### config.mk
export PLATFORM = sky130hd
export DESIGN_NAME = cam_frame_writer
export DESIGN_NICKNAME = d
export VERILOG_FILES = /design/src/rtl/cam_frame_writer.sv
export SDC_FILE = /design/constraint.sdc
export NUM_CORES = 1
export LEC_CHECK = 0
export ABC_AREA = 0
export CAP_MARGIN = 20
export CELL_PAD_IN_SITES_DETAIL_PLACEMENT = 1
export CELL_PAD_IN_SITES_GLOBAL_PLACEMENT = 1
export CORE_MARGIN = 5
export CORE_UTILIZATION = 40
export CTS_CLUSTER_SIZE = 12
export DETAILED_ROUTE_END_ITERATION = 16
export PLACE_DENSITY = 0.81
export REMOVE_ABC_BUFFERS = 1
export SYNTH_ARGS = -nofsm -noshare
export SYNTH_HDL_FRONTEND = slang
export SYNTH_SLANG_ARGS = --single-unit
### constraint.sdc
create_clock -name clk -period 2.13 [get_ports clk]
set_input_delay 0.5325 -clock clk [delete_from_list [all_inputs] [get_ports clk]]
set_output_delay 0.5325 -clock clk [all_outputs]
set_load 0.02 [all_outputs]
### src/rtl/cam_frame_writer.sv
// cam_frame_writer
//   Capture stage in front of the WIDTH x HEIGHT x 24-bit frame buffer.
//   Assembles byte-serial RGB565 camera pixels (vsync/href framing),
//   expands them to RGB888 and produces the frame-buffer address/write
//   strobe plus per-frame status pulses.
//
//   Optional feature macro: CAM_DECIMATE_EN
//     defined   : keep only even source columns/rows, stored at (sx>>1, sy>>1)
//     undefined : every source pixel is kept at (sx, sy)
//
// Ports
//   clk        in   system clock, rising edge
//   reset      in   synchronous active-high reset
//   vsync      in   camera frame sync, high between frames
//   href       in   camera line valid
//   byte_valid in   pix_byte valid this cycle
//   pix_byte   in   camera data byte [7:0]
//   x_addr     out  frame-buffer column [AW-1:0]
//   y_addr     out  frame-buffer row [AW-1:0]
//   din        out  RGB888 pixel {R,G,B} [23:0]
//   write      out  frame-buffer write strobe
//   frame_done out  one-cycle pulse after a frame with at least one write
//   clipped    out  one-cycle pulse when a kept pixel falls outside the buffer
module cam_frame_writer #(
    parameter int WIDTH  = 101,
    parameter int HEIGHT = 101,
    parameter int AW     = 7
) (
    input  logic          clk,
    input  logic          reset,
    input  logic          vsync,
    input  logic          href,
    input  logic          byte_valid,
    input  logic [7:0]    pix_byte,
    output logic [AW-1:0] x_addr,
    output logic [AW-1:0] y_addr,
    output logic [23:0]   din,
    output logic          write,
    output logic          frame_done,
    output logic          clipped
);

    typedef enum logic [1:0] {SYNC, VBLANK, ACTIVE} state_t;

    localparam logic [AW:0] X_LIM = (AW+1)'(WIDTH);
    localparam logic [AW:0] Y_LIM = (AW+1)'(HEIGHT);

    state_t      state, state_next;
    logic [AW:0] sx, sy;
    logic [AW:0] dx, dy;
    logic        phase;
    logic [7:0]  hi;
    logic        href_q;
    logic        wrote;
    logic        enter_active, leave_active;
    logic        capture_ok, accept, line_end, keep;
    logic [4:0]  r5, b5;
    logic [5:0]  g6;

    always_ff @(posedge clk) begin
        if (reset) state <= SYNC;
        else       state <= state_next;
    end

    always_comb begin
        state_next   = state;
        enter_active = 1'b0;
        leave_active = 1'b0;
        case (state)
            SYNC:    if (vsync) state_next = VBLANK;
            VBLANK:  if (!vsync) begin
                         state_next   = ACTIVE;
                         enter_active = 1'b1;
                     end
            ACTIVE:  if (vsync) begin
                         state_next   = VBLANK;
                         leave_active = 1'b1;
                     end
            default: state_next = SYNC;
        endcase
    end

    // A byte arriving on the cycle vsync rises belongs to an abandoned line,
    // so capture is gated by vsync as well as by the ACTIVE state.
    always_comb begin
        capture_ok = (state == ACTIVE) && !vsync;
        accept     = capture_ok && href && byte_valid;
        line_end   = capture_ok && href_q && !href;
        r5 = hi[7:3];
        g6 = {hi[2:0], pix_byte[7:5]};
        b5 = pix_byte[4:0];
`ifdef CAM_DECIMATE_EN
        keep = !sx[0] && !sy[0];
        dx   = sx >> 1;
        dy   = sy >> 1;
`else
        keep = 1'b1;
        dx   = sx;
        dy   = sy;
`endif
    end

    always_ff @(posedge clk) begin
        if (reset) begin
            sx         <= '0;
            sy         <= '0;
            phase      <= 1'b0;
            hi         <= '0;
            href_q     <= 1'b0;
            wrote      <= 1'b0;
            write      <= 1'b0;
            frame_done <= 1'b0;
            clipped    <= 1'b0;
            x_addr     <= '0;
            y_addr     <= '0;
            din        <= '0;
        end else begin
            write      <= 1'b0;
            clipped    <= 1'b0;
            frame_done <= leave_active && wrote;
            href_q     <= href;
            if (enter_active) begin
                sx    <= '0;
                sy    <= '0;
                phase <= 1'b0;
                wrote <= 1'b0;
            end else if (line_end) begin
                // A pending phase-0 byte (odd byte count) is simply dropped.
                sx    <= '0;
                phase <= 1'b0;
                if (sy != '1) sy <= sy + 1'b1;
            end else if (accept) begin
                if (!phase) begin
                    hi    <= pix_byte;
                    phase <= 1'b1;
                end else begin
                    phase <= 1'b0;
                    if (sx != '1) sx <= sx + 1'b1;
                    if (keep) begin
                        if (dx < X_LIM && dy < Y_LIM) begin
                            write  <= 1'b1;
                            wrote  <= 1'b1;
                            x_addr <= dx[AW-1:0];
                            y_addr <= dy[AW-1:0];
                            din    <= {r5, r5[4:2], g6, g6[5:4], b5, b5[4:2]};
                        end else begin
                            clipped <= 1'b1;
                        end
                    end
                end
            end
        end
    end

endmodule

# Word level (Yosys, flattened, before mapping)
# Cells that the tools add are included.
[totals]
inputBits = 13
elab_cells = 57
out_inout_bits = 41
regBits = 70
[classes]
eq_ne = 6
n_reduce_logical = 20
mux = 10
order_cmp = 2
bitwise = 4
add_sub_neg = 2
[op_table]
columns = ["operator", "n"]
rows = [
  ["8-bit by 1-bit adder with 8-bit output (second input constant)", 2],
  ["8-bit by 7-bit less-than comparator with 1-bit output (second input constant)", 2],
  ["8-bit inequality test (second input constant)", 2],
  ["4-bit AND reduction", 2],
  ["1-bit logical AND", 7],
  ["1-bit 2-to-1 mux", 7],
  ["5-bit AND reduction", 1],
  ["5-bit OR reduction", 1],
  ["2-bit 2-to-1 mux", 2],
  ["1-bit inverter", 4],
  ["2-bit one-hot mux with 2 select lines", 1],
  ["2-bit AND reduction", 2],
  ["2-bit OR reduction", 2],
  ["3-bit AND reduction", 1],
  ["3-bit OR reduction", 1],
  ["2-bit by 1-bit == test with 1-bit output (second input constant)", 1],
  ["2-bit == test (second input constant)", 1],
  ["1-bit zero test", 2],
  ["2-bit zero test", 1],
  ["2-bit by 1-bit inequality test with 1-bit output (second input constant)", 1],
  ["2-bit inequality test (second input constant)", 1],
]

# Longest topological paths before layout
[depth]
depth_word = 6
mapped_depth = 8
ltp_nobuf = 6

# Least setup slack after synthesis
# No wires, ideal clock.
[synth_timing]
kind = "input to register"
startpoint = "input port vsync"
endpoint = "register din[10]"
t_arrival_ps = 1703
setup_time_ps = 72
slack_ps = 355
required_time_ps = 2058
cell_stages = 6
n_path_buf = 2
path_cell_list = "nor3b_4 -> and4_4 -> and4_1 -> buf_6 -> buf_12 -> mux2i_1"
[synth_via]
elab_chain_len = 6
elab_cells_between_ends = 11
classes_between = "2 x mux; 2 x bitwise; 7 x reduce/logical"
[synth_rtl]
columns = ["element", "line", "source"]
rows = [
  ["start, declared", "31", "input logic vsync,"],
  ["1-bit zero test", "86", "capture_ok = (state == ACTIVE) && !vsync;"],
  ["1-bit logical AND", "86", ""],
  ["1-bit logical AND (2 in a row)", "88", "line_end = capture_ok && href_q && !href;"],
  ["1-bit inverter (no line)", "-", ""],
  ["5-bit AND reduction (no line) (*)", "-", ""],
  ["end signal, assigned", "145", "din <= {r5, r5[4:2], g6, g6[5:4], b5, b5[4:2]};"],
  ["end, declared", "37", "output logic [23:0] din,"],
]
# Mark *: on every way between the ends. The rest lies on a longest branch, timed or not.
# A chain may end at the register's enable or synchronous reset.

# Worst setup path in the final report
[layout_timing]
startpoint = "input port vsync"
endpoint = "register y_addr[1]"
[layout_via]
elab_chain_len = 6
elab_cells_between_ends = 11
classes_between = "2 x mux; 2 x bitwise; 7 x reduce/logical"
[layout_rtl]
columns = ["element", "line", "source"]
rows = [
  ["1-bit zero test", "86", ""],
  ["1-bit logical AND", "86", ""],
  ["1-bit logical AND (2 in a row)", "88", ""],
  ["1-bit inverter (no line)", "-", ""],
  ["5-bit AND reduction (no line) (*)", "-", ""],
  ["end signal, assigned", "144", "y_addr <= dy[AW-1:0];"],
  ["end, declared", "36", "output logic [AW-1:0] y_addr,"],
]
# Marks and branches as above.

==> results.toml <==
[power]
total_leakage_power_nw = 1.21
irDropWorstVdd_v = 0.000334
design_power_total_mw = 2.38
power_density_nw_per_um2 = 636

[sta]
setup_viol = 0
finClkSkew_ns = 0.00939
slew_violations = 0
period_needed_ns = 1.95
finalHoldViolations = 0
rsz0062_at_grt = "no"
relSlewSlack_pct = 57.9
period_share_pct = 91.4
worst_hold_slack_ns = 0.472
tightest_slew_ns = 0.627
clock.fmax_mhz = 514

[place]
place.gp.congestion = 0.867
port-buffer-count = 53
dp_hpwl_mm = 4.89

[route]
viasPerCell = 4.98
drt_wl_total_mm = 6.62
drt-initial-drc-count = 94
drt_pass1_iterations = 4
ant_nets = 0
num_vias = 2318
routedWlPerCell_um = 14.2
drc_errors = 0

[worst_setup_path]
rrSetupSlack_ns = 0.36
cp-end-kind = "flip-flop"
path_class = "in2reg"
arrival_ns = 2.20
worstPathRequired_ns = 2.39
r2r.worst_path.cells = 7
cp-start-kind = "input pin"
rr_startpoint = "dx[0]$_SDFFE_PP0P_"
reg2reg_to = "y_addr[1]$_SDFFE_PP0P_"
worst-path-max-fanout = 26

[worst_hold_path]
hold_class = "reg2reg"
whs_path_depth = 2
worstHoldStart = "hi[3]$_SDFFE_PP0P_"
holdPathEnd = "din[19]$_SDFFE_PP0P_"

[yosys]
synth_area_per_cell_sq_um = 9.54
synthDominantCellAreaShare_pct = 42.5
yosys_register_bits = 62
synth_area_leader_cell = "dfxtp_1"
synth_edf_count = 0
ys_types = 39
synth-seq-area-share_pct = 42.5
ys.flop_type = "dfxtp_1"
synthCells = 306
syn_area_sq_um = 2920
ys_async_sr_fraction_pct = 0
synthTopCellsByArea = "dfxtp_1 43%, mux2i_1 14%, nand2b_1 14%, buf_12 2.1%, nand3_1 2.1%"
yosysWarnings = 0

[grt]
antenna_found_initial = 0
grt_pass1_vias = 2407
gr-usage-met3_pct = 3.16
use_met1_pct = 19.4
use_met2_pct = 26.2
grt_overflow_total = 0
grt_start_max_net_pins = 52
track_usage_pct = 15.7
busiest_layer = "met2"
grt_pass1_wl_mm = 11.2

[floorplan]
rows = 31
design.die.area_sq_um = 9110
start_util_pct = 40.7
io_pins = 54
core_area_sq_um = 7180
die_h_um = 95.4
die_width_um = 95.4

[final_layout]
final_common_cell = "nand2b_1"
fill_cells = 837
mostFrequentLayoutCells = "63 x nand2b_1, 62 x dfxtp_1, 52 x clkdlybuf4s50_1"
fin_nets = 378
drive_gt1_share_pct = 9.56
diodes = 0
area_growth_pct = 28.2

[clock_tree]
clock_latency_ns = 0.34
clockRootBuffer = "clkbuf_8"
clk_pin_slew_ns = 0.07
cts_resized = 0
post_cts_buffers = 0
htreeDepth = 3
cts_tree = "built"
clkSinkCount = 62
numCtsBuffers = 9
clock_path_buffers = 2
holdBufCountCts = 0

[status]
status = "finished clean"

[run]
drv_cap = 0
cell families (layout without fill, tap and decap cells):
group                    count (synthesis)  count (layout)  synth area share, %
AND/OR/NAND/NOR                        134             134                 27.0
flip-flops                              62              62                 42.5
XOR/XNOR                                 4               4                 1.20
AO/OA/AOI/OAI                           30              30                 6.43
adder cells (fa/ha/maj)                  4               4                 1.71
multiplexers                            41              41                 14.1
buffers and inverters                   31              91                 7.03
power by group:
part	leakage [nW]	total [mW]	internal, mW	switching, mW
combinational	0.604	0.0967	0.0520	0.0446
clock	0.106	1.12	0.657	0.461
sequential	0.500	1.17	1.16	0.00383
state kept, by name, summed over array words and instances (netlist names):
register    flops
din            16
dx              8
dy              8
hi              8
x_addr          7
y_addr          7
state           2
clipped         1
frame_done      1
href_q          1
phase           1
write           1
wrote           1
critical path: stages:
cell and delay [ns]:
clkdlybuf4s50_1 0.46, nor3b_4 0.22, and4_4 0.25, and4_2 0.27, buf_12 0.22, mux2i_1 0.23
routing by layer:
| metal | up-vias | share of wire (%) |
|---|---|---|
| met1 | 1109 | 48 |
| met5 | - | 0 |
| met3 | 12 | 5.1 |
| li1 | 1147 | - |
| met4 | 0 | 1.9 |
| met2 | 50 | 45 |
stage by stage:
step	TNS [ns]	instances	utilization [%]	setup WS (ns)	cell area, sq um
final	0	465	52.2	0.183	3740
after CTS	0	465	52.2	0.172	3740
after detailed placement	-5.47	449	49.2	-0.178	3530
after global routing	0	465	52.2	0.0824	3740
after global placement	-3.19	449	49.2	-0.0992	3530
after floorplan	-12.87	282	-	-0.419	2740
synthesized netlist by cell type (3+ instances only):
library cell  number
a21oi_1           10
and3_1             4
buf_12             3
buf_4              8
clkbuf_1          10
dfxtp_1           62
ha_1               4
inv_1              7
mux2i_1           41
nand2_1            8
nand2b_1          63
nand3_1           12
nand4_1            4
nor2_1            16
nor2b_1            4
nor3_1             5
o211ai_1           3
o21ai_0            7
o31ai_1            3
or3_1              5
or4_1              3
final cells by class:
cell class / instances / area (sq um) / share of cell area [%]
well taps: 99 / 124 / 3.31
flip-flops and latches: 62 / 1240 / 33.2
clock buffers: 10 / 128 / 3.41
clock inverters: 6 / 86.3 / 2.31
inverters: 7 / 26.3 / 0.702
multi-input cells: 213 / 1470 / 39.4
repair buffers: 68 / 663 / 17.7
how the worst max path moves through the flow:
stage               slack, ns                     end  cells past startpoint   from
floorplan               -0.42    din[10]$_SDFFE_PP0P_                      4  vsync
global placement         -0.1     din[7]$_SDFFE_PP0P_                      6  vsync
detailed placement      -0.18  y_addr[1]$_SDFFE_PP0P_                      6  vsync
CTS                      0.17  y_addr[1]$_SDFFE_PP0P_                      6  vsync
global route             0.08      dy[7]$_SDFFE_PP0P_                      6  vsync
finish                   0.18  y_addr[1]$_SDFFE_PP0P_                      6  vsync
Power figures use the tool's default switching activity.
